**src/rtl/mem_arbiter.sv**
```systemverilog
// Shares one memory port among fetch (0), load/store (1) and DMA/debug (2), with hung-access timeout.
// Fixed priority 1 > 0 > 2 by default; define MEM_ARB_RR_EN for round-robin arbitration.
module mem_arbiter #(
  parameter int ADDR_W  = 16,
  parameter int DATA_W  = 16,
  parameter int TIMEOUT = 255
) (
  input  logic                  clk,
  input  logic                  rst,
  input  logic [2:0]            req,
  input  logic [3*ADDR_W-1:0]   addr,
  input  logic [2:0]            we,
  input  logic [3*DATA_W-1:0]   wdata,
  output logic [2:0]            ack,
  output logic [2:0]            wait_o,
  output logic [DATA_W-1:0]     rdata,
  output logic                  err,
  output logic                  mem_req,
  output logic [ADDR_W-1:0]     mem_addr,
  output logic                  mem_we,
  output logic [DATA_W-1:0]     mem_wdata,
  input  logic [DATA_W-1:0]     mem_rdata,
  input  logic                  mem_ready
);

  localparam int CNT_W = (TIMEOUT > 0) ? $clog2(TIMEOUT + 1) : 1;
  localparam logic [CNT_W-1:0] TO_LAST = CNT_W'(TIMEOUT - 1);
  localparam logic [CNT_W-1:0] CNT_MAX = '1;

  typedef enum logic [1:0] {IDLE, BUSY, DONE} state_t;

  state_t            r_state, w_next;
  logic [1:0]        r_owner, w_gnt;
  logic [ADDR_W-1:0] r_addr, w_sel_addr;
  logic [DATA_W-1:0] r_wdata, w_sel_wdata, r_rdata;
  logic              r_we, r_err, r_mem_req;
  logic [CNT_W-1:0]  r_cnt;
  logic              w_to_hit;

  // Counter is one short of TIMEOUT on the last waiting cycle, so the bus is held exactly TIMEOUT cycles.
  assign w_to_hit = (TIMEOUT != 0) && (r_cnt == TO_LAST);

`ifdef MEM_ARB_RR_EN
  logic [1:0] r_rr, w_c0, w_c1;

  assign w_c0 = (r_rr == 2'd2) ? 2'd0 : r_rr + 2'd1;
  assign w_c1 = (w_c0 == 2'd2) ? 2'd0 : w_c0 + 2'd1;

  always_comb begin
    w_gnt = r_rr;
    if (req[w_c1]) w_gnt = w_c1;
    if (req[w_c0]) w_gnt = w_c0;
  end

  always_ff @(posedge clk) begin
    if (rst)                           r_rr <= 2'd0;
    else if (r_state == IDLE && |req)  r_rr <= w_gnt;
  end
`else
  always_comb begin
    if (req[1])      w_gnt = 2'd1;
    else if (req[0]) w_gnt = 2'd0;
    else             w_gnt = 2'd2;
  end
`endif

  always_comb begin
    case (w_gnt)
      2'd1: begin
        w_sel_addr  = addr[ADDR_W +: ADDR_W];
        w_sel_wdata = wdata[DATA_W +: DATA_W];
      end
      2'd2: begin
        w_sel_addr  = addr[2*ADDR_W +: ADDR_W];
        w_sel_wdata = wdata[2*DATA_W +: DATA_W];
      end
      default: begin
        w_sel_addr  = addr[0 +: ADDR_W];
        w_sel_wdata = wdata[0 +: DATA_W];
      end
    endcase
  end

  always_ff @(posedge clk) begin
    if (rst) r_state <= IDLE;
    else     r_state <= w_next;
  end

  always_comb begin
    w_next = r_state;
    ack    = 3'b000;
    case (r_state)
      IDLE: if (|req) w_next = BUSY;
      BUSY: if (mem_ready || w_to_hit) w_next = DONE;
      DONE: begin
        w_next       = IDLE;
        ack[r_owner] = 1'b1;
      end
      default: w_next = IDLE;
    endcase
  end

  always_ff @(posedge clk) begin
    if (rst) begin
      r_owner   <= 2'd0;
      r_addr    <= '0;
      r_we      <= 1'b0;
      r_wdata   <= '0;
      r_rdata   <= '0;
      r_err     <= 1'b0;
      r_mem_req <= 1'b0;
      r_cnt     <= '0;
    end else begin
      case (r_state)
        IDLE: if (|req) begin
          r_owner   <= w_gnt;
          r_addr    <= w_sel_addr;
          r_we      <= we[w_gnt];
          r_wdata   <= w_sel_wdata;
          r_mem_req <= 1'b1;
          r_cnt     <= '0;
        end
        BUSY: begin
          if (mem_ready) begin
            r_rdata   <= mem_rdata;
            r_mem_req <= 1'b0;
          end else begin
            if (r_cnt != CNT_MAX) r_cnt <= r_cnt + 1'b1;
            if (w_to_hit) begin
              r_rdata   <= '1;
              r_err     <= 1'b1;
              r_mem_req <= 1'b0;
            end
          end
        end
        DONE: begin
          r_cnt <= '0;
          r_err <= 1'b0;
        end
        default: ;
      endcase
    end
  end

  assign wait_o    = req & ~ack;
  assign rdata     = r_rdata;
  assign err       = r_err;
  assign mem_req   = r_mem_req;
  assign mem_addr  = r_addr;
  assign mem_we    = r_we;
  assign mem_wdata = r_wdata;

endmodule

```
**config.mk**
```make
export PLATFORM = sky130hd
export DESIGN_NAME = mem_arbiter
export DESIGN_NICKNAME = d
export VERILOG_FILES = /design/src/rtl/mem_arbiter.sv
export SDC_FILE = /design/constraint.sdc
export NUM_CORES = 1
export LEC_CHECK = 0
export CAP_MARGIN = 0
export CORE_MARGIN = 3
export CORE_UTILIZATION = 39
export CTS_CLUSTER_SIZE = 25
export DETAILED_ROUTE_END_ITERATION = 8
export PLACE_DENSITY = 0.86
export SLEW_MARGIN = 40
export SYNTH_ARGS = -nofsm -noshare
export SYNTH_HDL_FRONTEND = slang
export SYNTH_SLANG_ARGS = --single-unit
export TNS_END_PERCENT = 100
```
**constraint.sdc**
```tcl
create_clock -name clk -period 1.9 [get_ports clk]
set_input_delay 0.38 -clock clk [delete_from_list [all_inputs] [get_ports clk]]
set_output_delay 0.38 -clock clk [all_outputs]
set_load 0.02 [all_outputs]
```
Yosys cells after proc, flatten, opt, wreduce, memory -nomap -nowiden
Index checks and enable logic that the tools add are counted.
W data, S select, Z words.
{"block": "op_classes", "multipliers": 0, "bitwise_logic": 2, "n_mux": 25, "n_lt_le_gt_ge": 3, "n_addsub": 1, "shifts": 0, "n_div": 0, "reduce_logical": 14, "eq_ne": 12}
{"cell": "$pmux W16 S2", "count": 2}
{"cell": "$mux W16", "count": 2}
{"cell": "$mux W8", "count": 3}
{"cell": "$pmux W8 S3", "count": 1}
{"cell": "$ne A2 B2 Y1 const B", "count": 5}
{"cell": "$add A8 B1 Y8 const B", "count": 1}
{"cell": "$eq A8 B8 Y1 const B", "count": 1}
{"cell": "$mux W2", "count": 4}
{"cell": "$ne A8 B8 Y1 const B", "count": 1}
{"cell": "$mux W1", "count": 7}
{"cell": "$lt A2 B3 Y1 const B", "count": 2}
{"cell": "$reduce_and A2 Y1", "count": 3}
{"cell": "$reduce_and A3 Y1", "count": 2}
{"cell": "$reduce_bool A2 Y1", "count": 3}
{"cell": "$eq A2 B1 Y1 const B", "count": 2}
{"cell": "$eq A2 B2 Y1 const B", "count": 2}
{"cell": "$pmux W1 S2", "count": 2}
{"cell": "$pmux W2 S2", "count": 1}
{"cell": "$reduce_and A4 Y1", "count": 1}
{"cell": "$and A3 B3 Y3", "count": 1}
{"cell": "$mux W3", "count": 1}
{"cell": "$ne A3 B3 Y1 const B", "count": 1}
{"cell": "$not A3 Y3", "count": 1}
{"cell": "$reduce_bool A3 Y1", "count": 1}
{"cell": "7 further kinds", "count": 7}
{"block": "totals", "regBits": 63, "mem_bits_rw": 0, "out_inout_bits": 57, "word_cells": 66, "input_bits": 121, "latchBits": 0, "romBits": 0, "mem_count": 0}

Depth between registers and ports, before layout
Gate-level depths: netlist of the first run.
{"block": "logic_depth", "depth_word": 7, "ltp_mapped": 7, "depth_no_buf": 5}

Worst setup path before layout of the first run
Ideal clock, no wire load.
{"block": "synth_path", "path_kind": "flip-flop to output port", "start": "register r_state[1]", "end": "output wait_o[2]", "path_slack_ps": -162, "stages_incl_launch_ff": 5, "t_arrival_ps": 1682, "n_path_buf": 1, "cell_sequence": "dfxtp_1 > buf_2 > inv_2 > nor4b_1 > nor2b_1"}
{"block": "synth_between", "elab_chain_cells": 4}
{"item": "start, declared", "line": "32", "rtl": "state_t r_state, w_next;"}
{"item": "start signal, assigned", "line": "86", "rtl": "else r_state <= w_next;"}
{"item": "$eq A2 B2 Y1", "line": "92", "rtl": "case (r_state)"}
{"item": "$mux W3", "line": "92"}
{"item": "net ack[2]", "line": "14", "rtl": "output logic [2:0] ack,"}
{"item": "$not A3 Y3", "line": "145", "rtl": "assign wait_o = req & ~ack;"}
{"item": "$and A3 B3 Y3", "line": "145"}
{"item": "end, declared", "line": "15", "rtl": "output logic [2:0] wait_o,"}
The timed path passes the listed nets, and every way through them passes these cells.

Worst setup path after layout of the first run
{"block": "layout_path", "start": "register r_state[1]", "end": "output ack[2]"}
{"block": "layout_between", "elab_chain_cells": 2}
{"item": "$eq A2 B2 Y1", "line": "92"}
{"item": "$mux W3", "line": "92"}
{"item": "end, declared", "line": "14"}
Every way passes these cells.

==> metrics.md, run 1 <==
| Metric | Value |
|---|---|
| Top cells by area, synth | `dfxtp_1, nand2_1, mux2i_1` |
| Commonest cells after routing, fill and taps aside | `clkdlybuf4s50_1, nand2_1, dfxtp_1` |
| PD cells | `686 nW/um^2` |
| Slew @ Worst Pin | `0.485 ns` |
| Remaining DRCs | `0` |
| Share of layout cells above drive strength 1 | `0.0931` |
| Final Net Count | `687` |
| Fill cells | `639` |
| Cell depth of the worst hold path | `2` |
| First-pass GRT wire length | `16,200 um` |
| Post-synthesis adder-cell area fraction | `0.00779` |
| Area fraction in compound gates after synthesis | `0.203` |
| Crit path DAT | `1.45 ns` |
| Placed Area | `5060 um^2` |
| Fmax | `546 MHz` |
| H-Tree Depth | `3` |
| Worst Skew | `0.00985 ns` |
| Combinational share of power | `0.278` |
| Crit-path cells | `inv_2 -> nor4b_4 -> dlygate4sd2_1` |
| Worst-skew pair later-pin latency | `0.32 ns` |
| DRT Pass-1 Iters | `4` |
| R2r startpoint | `r_cnt[4]$_SDFFE_PP0P_` |
| Number of cells on the critical path | `3` |
| Max_slew headroom | `0.675` |
| Synth Instances | `391` |
| CP Launch Type | `register` |
| CP Capture Point | `ack[2]` |
| Area of the multi-input gates | `1810 um^2` |
| Critical path peak fanout | `5` |
| Antenna violations before repair | `0` |
| Post-DRT Antenna Nets | `0` |
| Global route overflow | `0` |
| WS Path Type | `register to primary output` |
| Clock transition at path regs | `0.07 ns` |
| Final period util | `0.964` |
| EDFF count, synth | `0` |
| Clock sinks | `63` |
| Via count | `3,406` |
| Switching Fraction | `0.292` |
| Int Power | `2.57 mW` |
| Final Hold Viols | `0` |
| Clock power frac | `0.312` |
| Slowest CP cell | `dlygate4sd2_1` |
| Ys async rst share | `0` |
| WL/cell | `14.7 um` |
| LEAKAGE | `2.09 nW` |
| Tmin final | `1.83 ns` |
| Reg2Reg Depth | `4` |
| Critical Path RT | `1.52 ns` |
| Synth Cell Area | `3210 um^2` |
| Setup crit end kind | `primary output` |
| P_sw | `1.06 mW` |
| Port bufs | `177` |
| Pwr Total | `3.62 mW` |
| Mux share of post-synthesis cell area | `0.110` |
| Die height | `96.7 um` |
| Register share of total power | `0.410` |
| Xor/xnor share of the synthesized area | `0.00273` |
| Synth top area share | `0.393` |
| Ys flop type | `dfxtp_1` |
| Fin Setup TNS | `0 ns` |
| Synth unique cells | `46` |
| Simple-Gate Fraction of Synth Area | `0.228` |
| Slew Viols, Final | `0` |
| Starting DRT DRC Count | `125` |
| Via density | `5.08` |
| Yosys Warn Count | `0` |
| Vias in the first global route | `3,440` |
| Synth Register Bits | `63` |
| RR Endpoint | `rdata[7]$_SDFFE_PP0P_` |
| Setup-failing EPs final | `0` |
| Die Area | `9360 um^2` |
| Register area share after synthesis | `0.393` |
| Ports | `178` |
| Layout Utilization | `0.673` |
| Clk buf depth | `2` |
| CTS tree | `built` |
| Most common cell after layout, fill and taps aside | `clkdlybuf4s50_1` |
| Clk root buf | `clkbuf_8` |
| Max-capacitance violation count | `0` |
| Critical path's top delay family | `buffers and inverters` |
| ANT cells | `0` |
| Post-Syn Area per Cell | `8.21 um^2` |
| Hold crit path type | `register to register` |
| Gr usage total | `0.209` |
| Worst hold slack | `0.455 ns` |
| Max stage delay on crit path | `0.37 ns` |
| CP startpoint | `r_state[1]$_SDFFE_PP0P_` |
| Syn_nets | `514` |
| Status | `completed` |
| Routed WL | `9850 um` |
| R2R Setup Slk | `0.30 ns` |
| Largest family of logic cells by synthesized area | `simple AND/OR/NAND/NOR gates` |
| Largest net degree at the start of global routing | `51` |
| Reg area | `1260 um^2` |
| Post-detail-place hpwl | `7600 um` |
| Peak supply drop | `553 uV` |
| Num CTS Buffers | `9` |
| Design Area, Final | `5280 um^2` |
| Area of the core | `7850 um^2` |
| Die Wd | `96.7 um` |
| # rows | `32` |
| Area growth from synthesis to layout | `64.5%` |
| Yosys top cell by area | `dfxtp_1` |
| Number of buffer and inverter stages on the critical path | `2` |
| Placer Congestion | `0.802` |
| Initial Utilization | `0.409` |
## how the worst min path moves through the flow
stage	start	endpoint	slack (ns)
finish	mem_wdata[8]$_SDFFE_PP0P_	mem_wdata[8]$_SDFFE_PP0P_	0.46
global placement	mem_wdata[7]$_SDFFE_PP0P_	mem_wdata[7]$_SDFFE_PP0P_	0.44
CTS	mem_we$_SDFFE_PP0P_	mem_we$_SDFFE_PP0P_	0.46
detailed placement	mem_we$_SDFFE_PP0P_	mem_we$_SDFFE_PP0P_	0.45
floorplan	r_owner[1]$_SDFFE_PP0P_	r_owner[1]$_SDFFE_PP0P_	0.48
global route	mem_addr[11]$_SDFFE_PP0P_	mem_addr[11]$_SDFFE_PP0P_	0.48
## cell usage after synthesis (6+ instances only)
library cell,number
nor2_1,8
dfxtp_1,63
o21ai_0,35
clkbuf_1,14
o221a_1,16
nand2_1,110
buf_2,7
a21oi_1,37
buf_4,8
nor3_1,6
mux2i_1,34
## cell families (layout without fill, tap and decap cells)
group / Yosys count / in the layout
and+or+nand+nor: 156 / 156
AOI/OAI and AO/OA: 100 / 100
DFF: 63 / 63
muxes: 35 / 35
buffers and inverters: 34 / 212
adders and majority gates: 2 / 2
xor gates and xnor gates: 1 / 1
## registers in the layout, summed over array words and instances, names as in the netlist
signal / flops
r_state: 2
r_cnt: 8
rdata: 16
mem_wdata: 16
mem_addr: 16
mem_req: 1
r_owner: 2
err: 1
mem_we: 1
## worst reg2reg max path, stage by stage, from the launching register on
cell     delay (ns)
dfxtp_1        0.47
and4_1         0.28
a31oi_2        0.16
nor2_4         0.38
o221a_1        0.26
## power by group through the flow
stage / combinational (mW) / clock [mW] / sequential, mW
after floorplan: 0.376 / 0 / 1.61
after global routing: 1.09 / 1.22 / 1.50
after CTS: 1.01 / 1.17 / 1.48
final: 1.01 / 1.13 / 1.48
after detailed placement: 1.01 / 0 / 1.51
after global placement: 0.990 / 0 / 1.50
## layer usage
metal  vias up  global-route usage  routed length (um)
met1      1545               0.218                3800
met5         -                   0                   0
met2       128               0.379                5030
li1       1715                   -                   -
met3        18              0.0735                 749
met4         0              0.0842                 269
## per-stage QoR
stage / instances / setup WS [ns]
floorplan: 391 / 0.176
global placement: 655 / -0.0775
detailed placement: 655 / -0.107
CTS: 671 / 0.0144
global route: 671 / -0.00524
finish: 671 / 0.0686
## area by class of cell
class | count | share of cell area
timing repair buffer | 193 | 0.354
multi-input combinational | 294 | 0.343
sequential | 63 | 0.240
tap | 102 | 0.0242
clock buffer | 9 | 0.0235
clock inverter | 7 | 0.0135
inverter | 3 | 0.00213
## what timing repair did
item                                    CTS  global route
setup buffers                             0             0
endpoints found under the hold margin     0             0
pin swaps                                 0             1
hold buffers                              0             0
endpoints found under the setup margin    6             5
gates cloned                              0             0
resized for setup                         7             9
Note: power is estimated with default switching activity, not from simulation.
==> inputs of run 2 (changes only) <==
--- a/config.mk
+++ b/config.mk
@@ -15,4 +15,4 @@
 export SYNTH_ARGS = -nofsm -noshare
 export SYNTH_HDL_FRONTEND = slang
 export SYNTH_SLANG_ARGS = --single-unit
-export TNS_END_PERCENT = 100
+export TNS_END_PERCENT = 5
==> metrics.md, run 2 (synthesis gave the netlist of run 1 again) <==
| Metric | Value |
|---|---|
| Status | `completed` |
| Commonest cells after routing, fill and taps aside | `clkdlybuf4s50_1, nand2_1, dfxtp_1` |
| Startpoint of the worst hold path | `rst` |
| Tmin final | `1.83 ns (+0.000394 ns)` |
| Post-DRT Antenna Nets | `0 (unchanged)` |
| Remaining DRCs | `0 (unchanged)` |
| PD cells | `687 nW/um^2 (about the same)` |
| # rows | `32 (unchanged)` |
| M1 GR Usage | `0.227 (+0.00842)` |
| Max stage delay on crit path | `0.36 ns (about the same)` |
| Crit path DAT | `1.45 ns (about the same)` |
| Max-capacitance violation count | `0 (unchanged)` |
| Setup crit end kind | `primary output` |
| Post-CTS Hold Buffers | `0 (unchanged)` |
| Antenna violations before repair | `0 (unchanged)` |
| Met2 usage | `0.365 (-0.0143)` |
| Die height | `96.7 um (unchanged)` |
| Via density | `5.10 (+0.55%)` |
| Ports | `178 (unchanged)` |
| Non-filler cells, final | `673 (+0.30%)` |
| Critical path's top delay family | `buffers and inverters` |
| Global route hottest layer | `met2` |
| First-pass GRT wire length | `15,900 um (-2.1%)` |
| Max_slew headroom | `0.684 (+0.00871)` |
| Post-route worst setup slack | `0.0682 ns (-0.000394 ns)` |
| Final Hold Viols | `0 (unchanged)` |
| Reg2Reg Depth | `4 (unchanged)` |
| LEAKAGE | `2.11 nW (+1.0%)` |
| Num CTS Buffers | `9 (unchanged)` |
| Critical path peak fanout | `4 (-1)` |
| Vias in the first global route | `3,358 (-2.4%)` |
| Initial Utilization | `0.409 (unchanged)` |
| Slew Viols, Final | `0 (unchanged)` |
| Via count | `3,435 (+0.85%)` |
| Final Net Count | `689 (+0.29%)` |
| Crit-path cells | `nor4b_2 -> buf_4 -> dlygate4sd2_1` |
| Clock transition at path regs | `0.07 ns (about the same)` |
| Slowest CP cell | `dfxtp_2` |
| M3 GR Usage | `0.0649 (-0.00865)` |
| R2R Setup Slk | `0.29 ns (about the same)` |
| Fin Setup TNS | `0 ns (unchanged)` |
| CTS tree | `built` |
| R2r startpoint | `r_cnt[4]$_SDFFE_PP0P_` |
| Clk root buf | `clkbuf_8` |
| Number of buffer and inverter stages on the critical path | `2 (unchanged)` |
| Peak supply drop | `361 uV (-35%)` |
| Area growth from synthesis to layout | `65.0%` |
| Cell depth of the worst hold path | `2 (unchanged)` |
| Starting DRT DRC Count | `86 (-31%)` |
| Design Area, Final | `5300 um^2 (+0.31%)` |
| WS Path Type | `register to primary output` |
| Die Wd | `96.7 um (unchanged)` |
| Endpoint, Worst Hold | `err$_SDFFE_PP0P_` |
| Placed instance count | `657 (+0.31%)` |
| Global route overflow | `0 (unchanged)` |
| Worst-skew pair later-pin latency | `0.34 ns (+0.02 ns)` |
| Hold crit path type | `input port to register` |
| RR Endpoint | `rdata[1]$_SDFFE_PP0P_` |
| Share of layout cells above drive strength 1 | `0.0963 (+0.00318)` |
| Port bufs | `177 (unchanged)` |
| CP Launch Type | `register` |
| Placed Area | `5080 um^2 (+0.30%)` |
| Routed WL | `9750 um (-1.0%)` |
| Clk buf depth | `2 (unchanged)` |
| WL/cell | `14.5 um (-1.3%)` |
| Final period util | `0.964 (about the same)` |
| Worst hold slack | `0.365 ns (-0.0902 ns)` |
| Setup-failing EPs final | `0 (unchanged)` |
| Critical Path RT | `1.52 ns (about the same)` |
| Gr usage total | `0.205 (-0.00366)` |
| Pwr Total | `3.64 mW (+0.38%)` |
| ANT cells | `0 (unchanged)` |
| DRT Pass-1 Iters | `4 (unchanged)` |
| Fmax | `546 MHz (about the same)` |
| Most common cell after layout, fill and taps aside | `clkdlybuf4s50_1` |
| Post-CTS setup buffers | `0 (unchanged)` |
| Worst Skew | `0.00694 ns (-0.00291 ns)` |
| Clock sinks | `63 (unchanged)` |
| H-Tree Depth | `3 (unchanged)` |
| Largest net degree at the start of global routing | `40 (-22%)` |
| Place WS | `-0.0599 ns (+0.0473 ns)` |
| Unrepaired setup endpoints after global routing | `no` |
| Area of the core | `7850 um^2 (unchanged)` |
| Post-detail-place hpwl | `7680 um (+0.94%)` |
| Slew @ Worst Pin | `0.472 ns (-0.0130 ns)` |
| Die Area | `9360 um^2 (unchanged)` |
| Layout Utilization | `0.675 (+0.00207)` |
| Placer Congestion | `0.884 (+10%)` |
[run 2: cell types whose count changed in the layout (fill, tap and decap cells not counted), sizes merged]
cell and delta:
dlygate4sd2 +1, clkbuf -1, clkinvlp -1, buf +2, clkinv +1
[run 2: worst max-delay path by stage]
stage,end,from,slack (ns),depth (start not counted)
after floorplan,wait_o[1],r_state[1]$_SDFFE_PP0P_,-0.13,4
after global placement,wait_o[2],req[2],-0.07,3
after detailed placement,wait_o[2],req[2],-0.06,3
after CTS,wait_o[1],r_state[1]$_SDFFE_PP0P_,-0.02,5
after global routing,ack[1],r_state[0]$_SDFFE_PP0P_,0.02,3
final,ack[1],r_state[0]$_SDFFE_PP0P_,0.07,3
[run 2: worst register-to-register path: cells and delay by family (launching register included)]
family	cells	cell delay [ns]
AO/OA/AOI/OAI	2	0.40
flip-flops	1	0.48
AND/OR/NAND/NOR	2	0.67
[run 2: routing by layer]
metal	vias to the layer above	wire length [um]
met5	-	0
met4	0	178
met3	15	684
met2	125	5100
met1	1576	3780
li1	1719	-
[run 2: power by group]
group | leakage, nW | switching [mW] | internal, mW
Clock | 0.0956 | 0.537 | 0.607
Combinational | 1.50 | 0.468 | 0.547
Sequential | 0.518 | 0.0568 | 1.42
[run 2: area by class of cell]
type	instances	area, um^2
tap	102	128
sequential	63	1260
inverter	3	11.3
clock inverter	7	72.6
fill	656	2550
multi-input combinational	294	1800
clock buffer	9	124
timing repair buffer	195	1900
[run 2: repair_timing]
action	CTS	global route
endpoints found under the setup margin	6	5
hold endpoints to repair	0	0
gates resized for setup	8	7
==> inputs of run 3 (changes only) <==
--- a/config.mk
+++ b/config.mk
@@ -11,6 +11,7 @@
 export CTS_CLUSTER_SIZE = 25
 export DETAILED_ROUTE_END_ITERATION = 8
 export PLACE_DENSITY = 0.86
+export SKIP_CTS_REPAIR_TIMING = 1
 export SLEW_MARGIN = 40
 export SYNTH_ARGS = -nofsm -noshare
 export SYNTH_HDL_FRONTEND = slang
==> metrics.md, run 3 (synthesis gave the netlist of run 1 again) <==
| Metric | Value |
|---|---|
| Status | `completed` |
| Global route overflow | `0 (unchanged)` |
| Peak supply drop | `360 uV (-0.27%)` |
| Placer Congestion | `0.884 (unchanged)` |
| Die Wd | `96.7 um (unchanged)` |
| Max_slew headroom | `0.691 (+0.00726)` |
| Port bufs | `177 (unchanged)` |
| Area of the core | `7850 um^2 (unchanged)` |
| Fin Setup TNS | `0 ns (unchanged)` |
| CTS tree | `built` |
| Initial Utilization | `0.409 (unchanged)` |
| Die height | `96.7 um (unchanged)` |
| Layout Utilization | `0.676 (+0.000798)` |
| Starting DRT DRC Count | `112 (+30%)` |
| Setup-failing EPs final | `0 (unchanged)` |
| Final Net Count | `689 (unchanged)` |
| Post-detail-place hpwl | `7680 um (unchanged)` |
| CP Launch Type | `register` |
| # rows | `32 (unchanged)` |
| Slew Viols, Final | `0 (unchanged)` |
| H-Tree Depth | `3 (unchanged)` |
| Place WS | `-0.0599 ns (unchanged)` |
| Clock transition at path regs | `0.07 ns (about the same)` |
| Via count | `3,405 (-0.87%)` |
| Critical Path RT | `1.52 ns (about the same)` |
| ANT cells | `0 (unchanged)` |
| Pwr Total | `3.64 mW (about the same)` |
| Final period util | `0.959 (-0.00516)` |
| Die Area | `9360 um^2 (unchanged)` |
| PD cells | `686 nW/um^2 (-0.10%)` |
| Ports | `178 (unchanged)` |
| Post-DRT Antenna Nets | `0 (unchanged)` |
| Vias in the first global route | `3,365 (+0.21%)` |
| Clk buf depth | `2 (unchanged)` |
| Via density | `5.06 (-0.87%)` |
| First-pass GRT wire length | `15,900 um (+0.18%)` |
| Crit path DAT | `1.44 ns (about the same)` |
| Largest net degree at the start of global routing | `40 (unchanged)` |
| Critical path peak fanout | `5 (+1)` |
| WL/cell | `14.5 um (+0.32%)` |
| Worst Skew | `0.00719 ns (+0.000256 ns)` |
| Clock sinks | `63 (unchanged)` |
| Antenna violations before repair | `0 (unchanged)` |
| Hold crit path type | `input port to register` |
| Unrepaired setup endpoints after global routing | `no` |
| WS Path Type | `register to primary output` |
| Post-route worst setup slack | `0.0780 ns (+0.00979 ns)` |
| Area growth from synthesis to layout | `65.2%` |
| Worst-skew pair later-pin latency | `0.34 ns (about the same)` |
| Slew @ Worst Pin | `0.461 ns (-0.0108 ns)` |
| DRT Pass-1 Iters | `4 (unchanged)` |
| Routed WL | `9780 um (+0.32%)` |
| Remaining DRCs | `0 (unchanged)` |
| Worst hold slack | `0.361 ns (-0.00431 ns)` |
| Fmax | `549 MHz (+0.54%)` |
| Num CTS Buffers | `9 (unchanged)` |
| Most common cell after layout, fill and taps aside | `clkdlybuf4s50_1` |
| Final Hold Viols | `0 (unchanged)` |
| Setup crit end kind | `primary output` |
| Commonest cells after routing, fill and taps aside | `clkdlybuf4s50_1, nand2_1, dfxtp_1` |
| Share of layout cells above drive strength 1 | `0.0893 (-0.00701)` |
| Gr usage total | `0.206 (+0.000303)` |
| Max-capacitance violation count | `0 (unchanged)` |
| Tmin final | `1.82 ns (-0.00979 ns)` |
| Clk root buf | `clkbuf_8` |
| LEAKAGE | `2.18 nW (+3.0%)` |
==> run 3: report_power, final <==
part,internal [mW],total (mW),switching (mW),leakage (nW)
Combinational,0.548,1.02,0.468,1.56
Clock,0.607,1.15,0.539,0.0956
Sequential,1.42,1.48,0.0552,0.517
Total,2.57,3.64,1.06,2.18
==> run 3: area by class of cell <==
cell class	instances	area (um^2)
tap	102	128
clock inverter	7	72.6
fill	655	2540
sequential	63	1260
timing repair buffer	195	1920
multi-input combinational	294	1790
inverter	3	11.3
clock buffer	9	124
==> run 3: through the flow <==
stage | instances | cell area [um^2]
finish | 673 | 5300
global route | 673 | 5300
CTS | 673 | 5280
detailed placement | 657 | 5080
global placement | 657 | 5080
floorplan | 391 | 3220
==> run 3: worst paths after layout <==
kind                      startpoint                    end  slack, ns  cells past startpoint
max          r_state[1]$_SDFFE_PP0P_              wait_o[2]       0.08                      5
min reg2reg      mem_we$_SDFFE_PP0P_    mem_we$_SDFFE_PP0P_       0.45                      2
max reg2reg    r_cnt[4]$_SDFFE_PP0P_  rdata[1]$_SDFFE_PP0P_       0.29                      4
min                              rst       err$_SDFFE_PP0P_       0.36                      2
==> run 3: layer usage <==
layer	vias up	track usage	part of all wire
met3	15	0.0649	0.069
met2	117	0.365	0.52
met4	0	0.0799	0.017
met5	-	0	0
li1	1717	-	-
met1	1556	0.228	0.39
==> run 3: worst max-delay path: stages, from the launching register on <==
cell	delay, ns
dfxtp_1	0.35
inv_2	0.07
nor4b_2	0.29
buf_4	0.17
nor2b_1	0.04
dlymetal6s2s_1	0.20
